<file path="src/rtl/conv_patch_scheduler.sv">
// Frame sequencer for the patch convolution datapath: kernel load, raster patch issue,
// latency-matched result tagging and credit-based throttling. Optional counters: CONV_SCHED_PERF_EN.
module conv_patch_scheduler #(
   parameter int unsigned PATCH_ROWS   = 4,
   parameter int unsigned PATCH_COLS   = 4,
   parameter int unsigned PIPE_LATENCY = 6,
   parameter int unsigned OUT_CREDITS  = 8,
   parameter int unsigned COORD_W      = 8
) (
   input  logic               clk,
   input  logic               rst,
   input  logic               start,
   input  logic               abort,
   output logic               busy,
   output logic               done,
   output logic               kload_req,
   input  logic               kload_ack,
   output logic               rd_req,
   output logic [COORD_W-1:0] rd_row,
   output logic [COORD_W-1:0] rd_col,
   input  logic               rd_ack,
   output logic               core_vld,
   output logic               out_vld,
   output logic [COORD_W-1:0] out_row,
   output logic [COORD_W-1:0] out_col,
   output logic               out_last,
   input  logic               credit_ret
`ifdef CONV_SCHED_PERF_EN
   ,
   output logic [31:0]        stall_cycles,
   output logic [31:0]        frame_cycles
`endif
);

   localparam int unsigned        CRED_W   = $clog2(OUT_CREDITS + 1);
   localparam logic [COORD_W-1:0] LAST_ROW = COORD_W'(PATCH_ROWS - 1);
   localparam logic [COORD_W-1:0] LAST_COL = COORD_W'(PATCH_COLS - 1);
   localparam logic [CRED_W-1:0]  CRED_MAX = CRED_W'(OUT_CREDITS);

   typedef enum logic [1:0] {S_IDLE, S_KLOAD, S_RUN, S_DRAIN} state_e;

   state_e                   state_q, state_d;
   logic [COORD_W-1:0]       row_q, row_d, col_q, col_d;
   logic [CRED_W-1:0]        cred_q, cred_d;
   logic                     kload_req_q, kload_req_d;
   logic                     rd_req_q, rd_req_d;
   logic                     core_vld_q, core_vld_d;
   logic                     busy_q, busy_d;
   logic                     done_q, done_d;
   logic [COORD_W-1:0]       iss_row_q, iss_row_d, iss_col_q, iss_col_d;
   logic                     iss_last_q, iss_last_d;
   logic [PIPE_LATENCY-1:0]  pv_q, pv_d, pl_q, pl_d;
   logic [COORD_W-1:0]       pr_q [PIPE_LATENCY];
   logic [COORD_W-1:0]       pr_d [PIPE_LATENCY];
   logic [COORD_W-1:0]       pc_q [PIPE_LATENCY];
   logic [COORD_W-1:0]       pc_d [PIPE_LATENCY];

   logic issue, is_last, start_ok, aborting;

   assign aborting = abort && (state_q != S_IDLE);
   assign start_ok = (state_q == S_IDLE) && start && !abort;
   // rd_req is only ever high in RUN, so this is the accepted-patch strobe
   assign issue    = rd_req_q && rd_ack && !abort;
   assign is_last  = (row_q == LAST_ROW) && (col_q == LAST_COL);

   always_comb begin
      state_d     = state_q;
      row_d       = row_q;
      col_d       = col_q;
      cred_d      = cred_q;
      kload_req_d = 1'b0;
      core_vld_d  = issue;
      iss_row_d   = row_q;
      iss_col_d   = col_q;
      iss_last_d  = is_last;
      pv_d        = '0;
      pl_d        = '0;
      pv_d[0]     = core_vld_q;
      pl_d[0]     = iss_last_q;
      pr_d[0]     = iss_row_q;
      pc_d[0]     = iss_col_q;
      for (int k = 1; k < PIPE_LATENCY; k++) begin
         pv_d[k] = pv_q[k-1];
         pl_d[k] = pl_q[k-1];
         pr_d[k] = pr_q[k-1];
         pc_d[k] = pc_q[k-1];
      end

      // simultaneous issue and return cancel out; returns beyond the FIFO depth are dropped
      if (issue && !credit_ret) begin
         cred_d = cred_q - CRED_W'(1);
      end else if (!issue && credit_ret && (cred_q != CRED_MAX)) begin
         cred_d = cred_q + CRED_W'(1);
      end

      case (state_q)
         S_IDLE: begin
            if (start_ok) begin
               state_d     = S_KLOAD;
               kload_req_d = 1'b1;
            end
         end
         S_KLOAD: begin
            if (kload_ack) state_d = S_RUN;
            else           kload_req_d = 1'b1;
         end
         S_RUN: begin
            if (issue) begin
               if (is_last) begin
                  state_d = S_DRAIN;
                  row_d   = '0;
                  col_d   = '0;
               end else if (col_q == LAST_COL) begin
                  col_d = '0;
                  row_d = row_q + COORD_W'(1);
               end else begin
                  col_d = col_q + COORD_W'(1);
               end
            end
         end
         S_DRAIN: begin
            if (pv_q[PIPE_LATENCY-1] && pl_q[PIPE_LATENCY-1]) state_d = S_IDLE;
         end
         default: state_d = S_IDLE;
      endcase

      if (aborting) begin
         state_d     = S_IDLE;
         row_d       = '0;
         col_d       = '0;
         kload_req_d = 1'b0;
         core_vld_d  = 1'b0;
         pv_d        = '0;
      end

      rd_req_d = (state_d == S_RUN) && (cred_d != '0);
      busy_d   = (state_d != S_IDLE);
      done_d   = pv_d[PIPE_LATENCY-1] && pl_d[PIPE_LATENCY-1];
   end

   always_ff @(posedge clk or posedge rst) begin
      if (rst) begin
         state_q     <= S_IDLE;
         row_q       <= '0;
         col_q       <= '0;
         cred_q      <= CRED_MAX;
         kload_req_q <= 1'b0;
         rd_req_q    <= 1'b0;
         core_vld_q  <= 1'b0;
         busy_q      <= 1'b0;
         done_q      <= 1'b0;
         iss_row_q   <= '0;
         iss_col_q   <= '0;
         iss_last_q  <= 1'b0;
         pv_q        <= '0;
         pl_q        <= '0;
         for (int k = 0; k < PIPE_LATENCY; k++) begin
            pr_q[k] <= '0;
            pc_q[k] <= '0;
         end
      end else begin
         state_q     <= state_d;
         row_q       <= row_d;
         col_q       <= col_d;
         cred_q      <= cred_d;
         kload_req_q <= kload_req_d;
         rd_req_q    <= rd_req_d;
         core_vld_q  <= core_vld_d;
         busy_q      <= busy_d;
         done_q      <= done_d;
         iss_row_q   <= iss_row_d;
         iss_col_q   <= iss_col_d;
         iss_last_q  <= iss_last_d;
         pv_q        <= pv_d;
         pl_q        <= pl_d;
         for (int k = 0; k < PIPE_LATENCY; k++) begin
            pr_q[k] <= pr_d[k];
            pc_q[k] <= pc_d[k];
         end
      end
   end

   assign busy      = busy_q;
   assign done      = done_q;
   assign kload_req = kload_req_q;
   assign rd_req    = rd_req_q;
   assign rd_row    = row_q;
   assign rd_col    = col_q;
   assign core_vld  = core_vld_q;
   assign out_vld   = pv_q[PIPE_LATENCY-1];
   assign out_last  = pl_q[PIPE_LATENCY-1];
   assign out_row   = pr_q[PIPE_LATENCY-1];
   assign out_col   = pc_q[PIPE_LATENCY-1];

`ifdef CONV_SCHED_PERF_EN
   logic [31:0] stall_q, stall_d, frame_q, frame_d;

   // saturating frame/stall counters, frozen while idle
   always_comb begin
      stall_d = stall_q;
      frame_d = frame_q;
      if (start_ok) begin
         stall_d = '0;
         frame_d = '0;
      end else begin
         if (busy_q && (frame_q != '1)) frame_d = frame_q + 32'd1;
         if ((state_q == S_RUN) && ((cred_q == '0) || (rd_req_q && !rd_ack)) &&
             (stall_q != '1)) stall_d = stall_q + 32'd1;
      end
   end

   always_ff @(posedge clk or posedge rst) begin
      if (rst) begin
         stall_q <= '0;
         frame_q <= '0;
      end else begin
         stall_q <= stall_d;
         frame_q <= frame_d;
      end
   end

   assign stall_cycles = stall_q;
   assign frame_cycles = frame_q;
`endif

endmodule

</file>
<file path="config.mk">
export PLATFORM = sky130hd
export DESIGN_NAME = conv_patch_scheduler
export DESIGN_NICKNAME = d
export VERILOG_FILES = /design/src/rtl/conv_patch_scheduler.sv
export SDC_FILE = /design/constraint.sdc
export NUM_CORES = 1
export LEC_CHECK = 0
export BUFFER_PORTS_ARGS = -buffer_cell sky130_fd_sc_hd__buf_2
export CAP_MARGIN = 20
export CORE_MARGIN = 4
export CORE_UTILIZATION = 35
export DETAILED_ROUTE_END_ITERATION = 6
export PLACE_DENSITY = 0.55
export SLEW_MARGIN = 0
export SYNTH_ARGS = -nofsm -noshare
export SYNTH_HDL_FRONTEND = slang
export SYNTH_SLANG_ARGS = --single-unit
</file>
<file path="constraint.sdc">
create_clock -name clk -period 6.55 [get_ports clk]
set_clock_uncertainty 0.05 [all_clocks]
set_input_delay 1.31 -clock clk [delete_from_list [all_inputs] [get_ports clk]]
set_output_delay 1.31 -clock clk [all_outputs]
set_load 0.01 [all_outputs]
</file>
==> flow_metrics.env, run 1 <==
export IMPL_outcome="finished, final reports clean"
export IMPL_seq_area_frac_synth=0.809
export IMPL_synth_compound_area_share=0.0638
export IMPL_fp_dieW_um=124
export IMPL_yosysUniqueCellTypes=53
export IMPL_grt_pass1_wl_um=12100
export IMPL_fin_util=0.433
export IMPL_cts_buffer_depth=2
export IMPL_setup_viol_count_final=0
export IMPL_grt_pass1_vias=2387
export IMPL_synthAdderAreaFrac=0.0106
export IMPL_path_clk_slew_ns=0.06
export IMPL_tns_ns=0
export IMPL_grt_start_max_net_pins=79
export IMPL_leakage_nw=2.82
export IMPL_die_area_um2=15400
export IMPL_cts_sinks=152
export IMPL_dpl_hpwl_um=4290
export IMPL_ys_top_cells_by_area="dfrtp_1, nand2_1, and2_1"
export IMPL_synth_simple_area_share=0.0856
export IMPL_area_delta_synth_final_pct=21.2
export IMPL_synthFlopType="dfrtp_1"
export IMPL_cp_max_fo=11
export IMPL_synth_avg_cell_area_um2=16.4
export IMPL_setup_ws_ns=3.97
export IMPL_overflow=0
export IMPL_vias_per_cell=4.37
export IMPL_max_stage_delay_ns=0.41
export IMPL_insertion_delay_ns=0.41
export IMPL_fmax_mhz=388
export IMPL_synth_cells=287
export IMPL_cap_viol_max_count=0
export IMPL_hold_viol=0
export IMPL_cts_setup_buffers=0
export IMPL_nets=358
export IMPL_cts_resized=0
export IMPL_synthMuxAreaShare=0.00213
export IMPL_dr_total_vias=2341
export IMPL_yosysMostFrequentCell="dfrtp_1"
export IMPL_yosys_top_cells_count="dfrtp_1, nand2_1, nor2_1"
export IMPL_drt_initial_drc_count=189
export IMPL_io_pins=46
export IMPL_timing_hold_ws_ns=0.292
export IMPL_reg2reg_slack_ns=4.29
export IMPL_finalCriticalPeriod_ns=2.58
export IMPL_drive_gt1_frac=0.253
export IMPL_place_gp_congestion=0.785
export IMPL_crit_arrival_ns=2.83
export IMPL_yosys_warnings=0
export IMPL_cp_top_family="simple AND/OR/NAND/NOR gates"
export IMPL_p_per_area_nw_per_um2=384
export IMPL_synth_edf_count=0
export IMPL_start_util=0.357
export IMPL_critPathLaunchType="input port"
export IMPL_cp_buffers_inverters=1
export IMPL_period_share=0.394
export IMPL_wl_per_cell_um=13.3
export IMPL_tritoncts="yes"
export IMPL_rsz0062_at_grt="false"
export IMPL_antenna_cells=0
export IMPL_slew_violations=0
export IMPL_dp_slack_ns=3.56
export IMPL_synth_top_cell_area_share=0.803
export IMPL_die_y_um=124
export IMPL_cts_made_buffers=17
export IMPL_core_area_um2=13200
export IMPL_antenna_found_initial=0
export IMPL_synth_xor_area_frac=0.0112
export IMPL_grt_util_all_layers=0.107
export IMPL_synth_area_leader_cell="dfrtp_1"
export IMPL_drc=0
export IMPL_cpMaxStageDelayCell="nand3b_1"
export IMPL_synth_nets=298
export IMPL_synthArstFlopShare=1.00
export IMPL_std_cell_rows=42
export IMPL_postCtsHoldBufs=0
export IMPL_slew_headroom=0.368
export IMPL_io_buffer_count=45
export IMPL_routed_wl_um=7140
export IMPL_ys_ff_latch=152
export IMPL_antenna_left=0
export IMPL_worstSetupPathType="in2reg"
export IMPL_end_kind="flop"
export IMPL_cts_max_level=4
export IMPL_crit_chain="buf_2 -> nand3b_1 -> nor3b_1 -> o21ai_0 -> o31a_1 -> o311a_1"
export IMPL_vdd_drop_max_mv=0.235
export IMPL_syn_cell_area_um2=4710
export IMPL_required_ns=6.80
export IMPL_cts_root_buf="clkbuf_16"
export IMPL_drtPass1Iterations=4
export IMPL_hp_class="reg2reg"
export IMPL_synth_top_family_by_area="simple AND/OR/NAND/NOR gates"
export IMPL_max_slew_worst_pin_slew_ns=0.948
## flip-flops by register name (all words and copies together), names as in the netlist, 2 cells and up
register	cells
rd_row	8
pc_d	40
pr_d	40
state_q	2
out_col	8
out_row	8
iss_row_q	8
pv_q	6
pl_q	6
rd_col	8
cred_q	4
iss_col_q	8
## area by class of cell
cell class                      count  area [µm²]
Clock inverter                     13         168
Multi-Input combinational cell    123         816
Fill cell                        1201        7480
Timing Repair Buffer               46         233
Tap cell                          176         220
Sequential cell                   152        3800
Clock buffer                       19         433
Inverter                            7        31.3
## cell families (layout without fill, tap and decap cells)
logic type,Yosys count,after routing
xor+xnor,6,6
simple gates,70,70
flops,152,152
mux,1,1
fa+ha+maj,4,4
buf+inv,12,85
compound gates,42,42
## per-layer routing
| metal | up-vias | GRT usage | wire [µm] |
|---|---|---|---|
| met4 | 0 | 0.0561 | 138 |
| li1 | 1093 | - | - |
| met5 | - | 0 | 0 |
| met2 | 56 | 0.161 | 3480 |
| met3 | 14 | 0.0509 | 430 |
| met1 | 1178 | 0.130 | 3090 |
## cell usage in the layout (no fill, tap or decap), types with 4 or more instances in the layout
master,instances
xnor2_1,4
dfrtp_1,151
nand2_1,14
o21ai_0,6
and2_1,8
nor3_1,5
nor2_1,10
a21oi_1,5
buf_2,45
inv_6,5
inv_1,6
clkbuf_16,17
o21ai_1,7
nand3_1,6
ha_1,4
## final timing paths
path | endpoint | startpoint | cells past startpoint
setup reg to reg | rd_req | rd_col[0] | 6
hold / removal | pc_d[13] | pc_d[21] | 0
setup / recovery | rd_req | abort | 6
min in group asynchronous | out_row[2] | rst | 2
hold reg to reg | pc_d[13] | pc_d[21] | 0
max in group asynchronous | pc_d[20] | rst | 3
## power by group
part / switching (mW) / internal, mW
registers: 0.0480 / 1.03
clock network: 0.372 / 0.603
logic: 0.0867 / 0.0565
## metrics by stage
step	total power, mW	area [µm²]	instances
6_report	2.19	5710	536
5_1_grt	2.29	5710	536
4_1_cts	2.22	5710	536
3_5_place_dp	1.24	5100	504
3_3_place_gp	1.23	5100	504
2_1_floorplan	1.18	4710	287
(Power assumes the default switching activity.)
==> run 2: changes to the inputs <==
- ABC_AREA: default -> 1
- PLACE_DENSITY: 0.55 -> 0.57
- clock period: 6.55 -> 2.2 ns (I/O delays scaled with it)
==> flow_metrics.env, run 2 <==
export IMPL_die_y_um=125
export IMPL_tns_ns=0
export IMPL_layout_commonest_cell="dfrtp_1"
export IMPL_syn_cell_area_um2=4760
export IMPL_power_internal_mw=5.72
export IMPL_crit_arrival_ns=2.00
export IMPL_cts_root_buf="clkbuf_16"
export IMPL_core_area_um2=13300
export IMPL_slew_headroom=0.487
export IMPL_synth_area_leader_cell="dfrtp_1"
export IMPL_dpl_hpwl_um=4770
export IMPL_synth_xor_area_frac=0.00552
export IMPL_grt_util_all_layers=0.103
export IMPL_switching_share=0.279
export IMPL_p_seq_frac=0.498
export IMPL_slew_violations=0
export IMPL_reg2reg_depth=7
export IMPL_period_share=0.799
export IMPL_yosysMostFrequentCell="dfrtp_1"
export IMPL_hold_viol=0
export IMPL_setup_viol_count_final=0
export IMPL_area_delta_synth_final_pct=24.0
export IMPL_yosys_top_cells_count="dfrtp_1, nand2_1, inv_1"
export IMPL_io_buffer_count=45
export IMPL_grt_pass1_vias=2647
export IMPL_nets=415
export IMPL_synthAdderAreaFrac=0.0105
export IMPL_ys_ff_latch=152
export IMPL_std_cell_rows=42
export IMPL_synth_avg_cell_area_um2=14.2
export IMPL_postCtsHoldBufs=0
export IMPL_grt_start_max_net_pins=35
export IMPL_cts_sinks=152
export IMPL_hp_class="in2async"
export IMPL_yosys_warnings=0
export IMPL_cts_buffer_depth=2
export IMPL_synth_top_cell_area_share=0.794
export IMPL_vdd_drop_max_mv=0.583
export IMPL_rsz0062_at_grt="false"
export IMPL_leakage_nw=3.01
export IMPL_fmax_mhz=569
export IMPL_timing_hold_ws_ns=0.113
export IMPL_synthMuxAreaShare=0.00210
export IMPL_path_clk_slew_ns=0.06
export IMPL_cts_max_level=4
export IMPL_place_gp_congestion=0.821
export IMPL_switching_power_mw=2.22
export IMPL_max_stage_delay_ns=0.42
export IMPL_max_slew_worst_pin_slew_ns=0.768
export IMPL_synth_simple_area_share=0.118
export IMPL_crit_chain="ha_1 -> nand4_1 -> nor2_2 -> nor2_1 -> nor2_4 -> o21ai_1 -> a21boi_1"
export IMPL_drc=0
export IMPL_routed_wl_um=7290
export IMPL_ys_top_cells_by_area="dfrtp_1, nand2_1, inv_1"
export IMPL_worstSetupPathType="reg2reg"
export IMPL_multi_input_area_um2=792
export IMPL_register_area_um2=3800
export IMPL_io_pins=46
export IMPL_cts_setup_buffers=0
export IMPL_fp_dieW_um=125
export IMPL_seq_area_frac_synth=0.800
export IMPL_required_ns=2.45
export IMPL_grt_pass1_wl_um=12500
export IMPL_drive_gt1_frac=0.247
export IMPL_cpMaxStageDelayCell="dfrtp_1"
export IMPL_outcome="finished, final reports clean"
export IMPL_critPathLaunchType="flop"
export IMPL_end_kind="flop"
export IMPL_synth_edf_count=0
export IMPL_p_per_area_nw_per_um2=1350
export IMPL_synth_compound_area_share=0.0300
export IMPL_insertion_delay_ns=0.41
export IMPL_setup_ws_ns=0.442
export IMPL_antenna_cells=0
export IMPL_cp_max_fo=8
export IMPL_clkPwrFrac=0.366
export IMPL_vias_per_cell=4.29
export IMPL_dr_total_vias=2545
export IMPL_die_area_um2=15500
export IMPL_dp_slack_ns=0.467
export IMPL_cap_viol_max_count=0
export IMPL_cts_made_buffers=17
export IMPL_finalCriticalPeriod_ns=1.76
export IMPL_final_cell_mix="dfrtp_1, buf_2, nand2_1"
export IMPL_drt_initial_drc_count=150
export IMPL_start_util=0.358
export IMPL_final_area_um2=5900
export IMPL_wl_per_cell_um=12.3
export IMPL_place_area_um2=5290
export IMPL_cts_resized=0
export IMPL_fin_util=0.444
export IMPL_antenna_found_initial=0
export IMPL_yosysUniqueCellTypes=34
export IMPL_synth_cells=335
export IMPL_synthFlopType="dfrtp_1"
export IMPL_synthArstFlopShare=1.00
export IMPL_antenna_left=0
export IMPL_overflow=0
export IMPL_tritoncts="yes"
export IMPL_fillers=1200
export IMPL_synth_nets=346
export IMPL_combPwrFrac=0.136
export IMPL_synth_top_family_by_area="simple AND/OR/NAND/NOR gates"
export IMPL_drtPass1Iterations=4
## run 2: final cells by class
cell class,instances,share of cell area
timing repair buffer,52,0.0556
inverter,38,0.0252
clock inverter,14,0.0299
sequential,152,0.645
multi-input combinational,143,0.134
clock buffer,18,0.0727
tap,176,0.0373
## run 2: path summary, 6_finish.rpt
kind	startpoint	endpoint	slack (ns)
worst min register to register	pr_d[22]	pr_d[14]	0.29
max in group asynchronous	rst	pr_d[22]	1.34
worst max-delay path	rd_col[1]	rd_row[4]	0.44
min in group clk	abort	core_vld	0.18
worst min-delay path	rst	pc_d[5]	0.11
worst max register to register	rd_col[1]	rd_row[4]	0.44
## run 2: kinds of logic after synthesis
family,count (synthesis)
xor+xnor,3
buf+inv,40
mux,1
simple gates,114
compound gates,21
flops,152
fa+ha+maj,4
## run 2: critical path: cells and delay by family, from the launching register on
family | cells | cell delay [ns]
adders and majority gates | 1 | 0.25
and+or+nand+nor | 4 | 0.67
AOI/OAI and AO/OA | 2 | 0.26
DFF | 1 | 0.42
## run 2: metrics by stage
| stage | instances | power, mW |
|---|---|---|
| after floorplan | 335 | 4.63 |
| after global placement | 561 | 5.05 |
| after detailed placement | 561 | 5.12 |
| after CTS | 593 | 8.07 |
| after global routing | 593 | 8.39 |
| final | 593 | 7.94 |
## run 2: per-layer routing
layer | track usage | vias up | routed length, µm
li1 | - | 1207 | -
met1 | 0.120 | 1249 | 3130
met2 | 0.157 | 70 | 3520
met3 | 0.0472 | 19 | 421
met4 | 0.0587 | 0 | 221
met5 | 0 | - | 0
## run 2: power groups by stage
stage          Combinational (mW)  Sequential [mW]  Clock [mW]
3_5_place_dp                 1.10             4.02           0
4_1_cts                      1.10             3.97        3.00
3_3_place_gp                 1.08             3.98           0
6_report                     1.08             3.95        2.91
5_1_grt                      1.22             4.05        3.13
2_1_floorplan               0.606             4.03           0
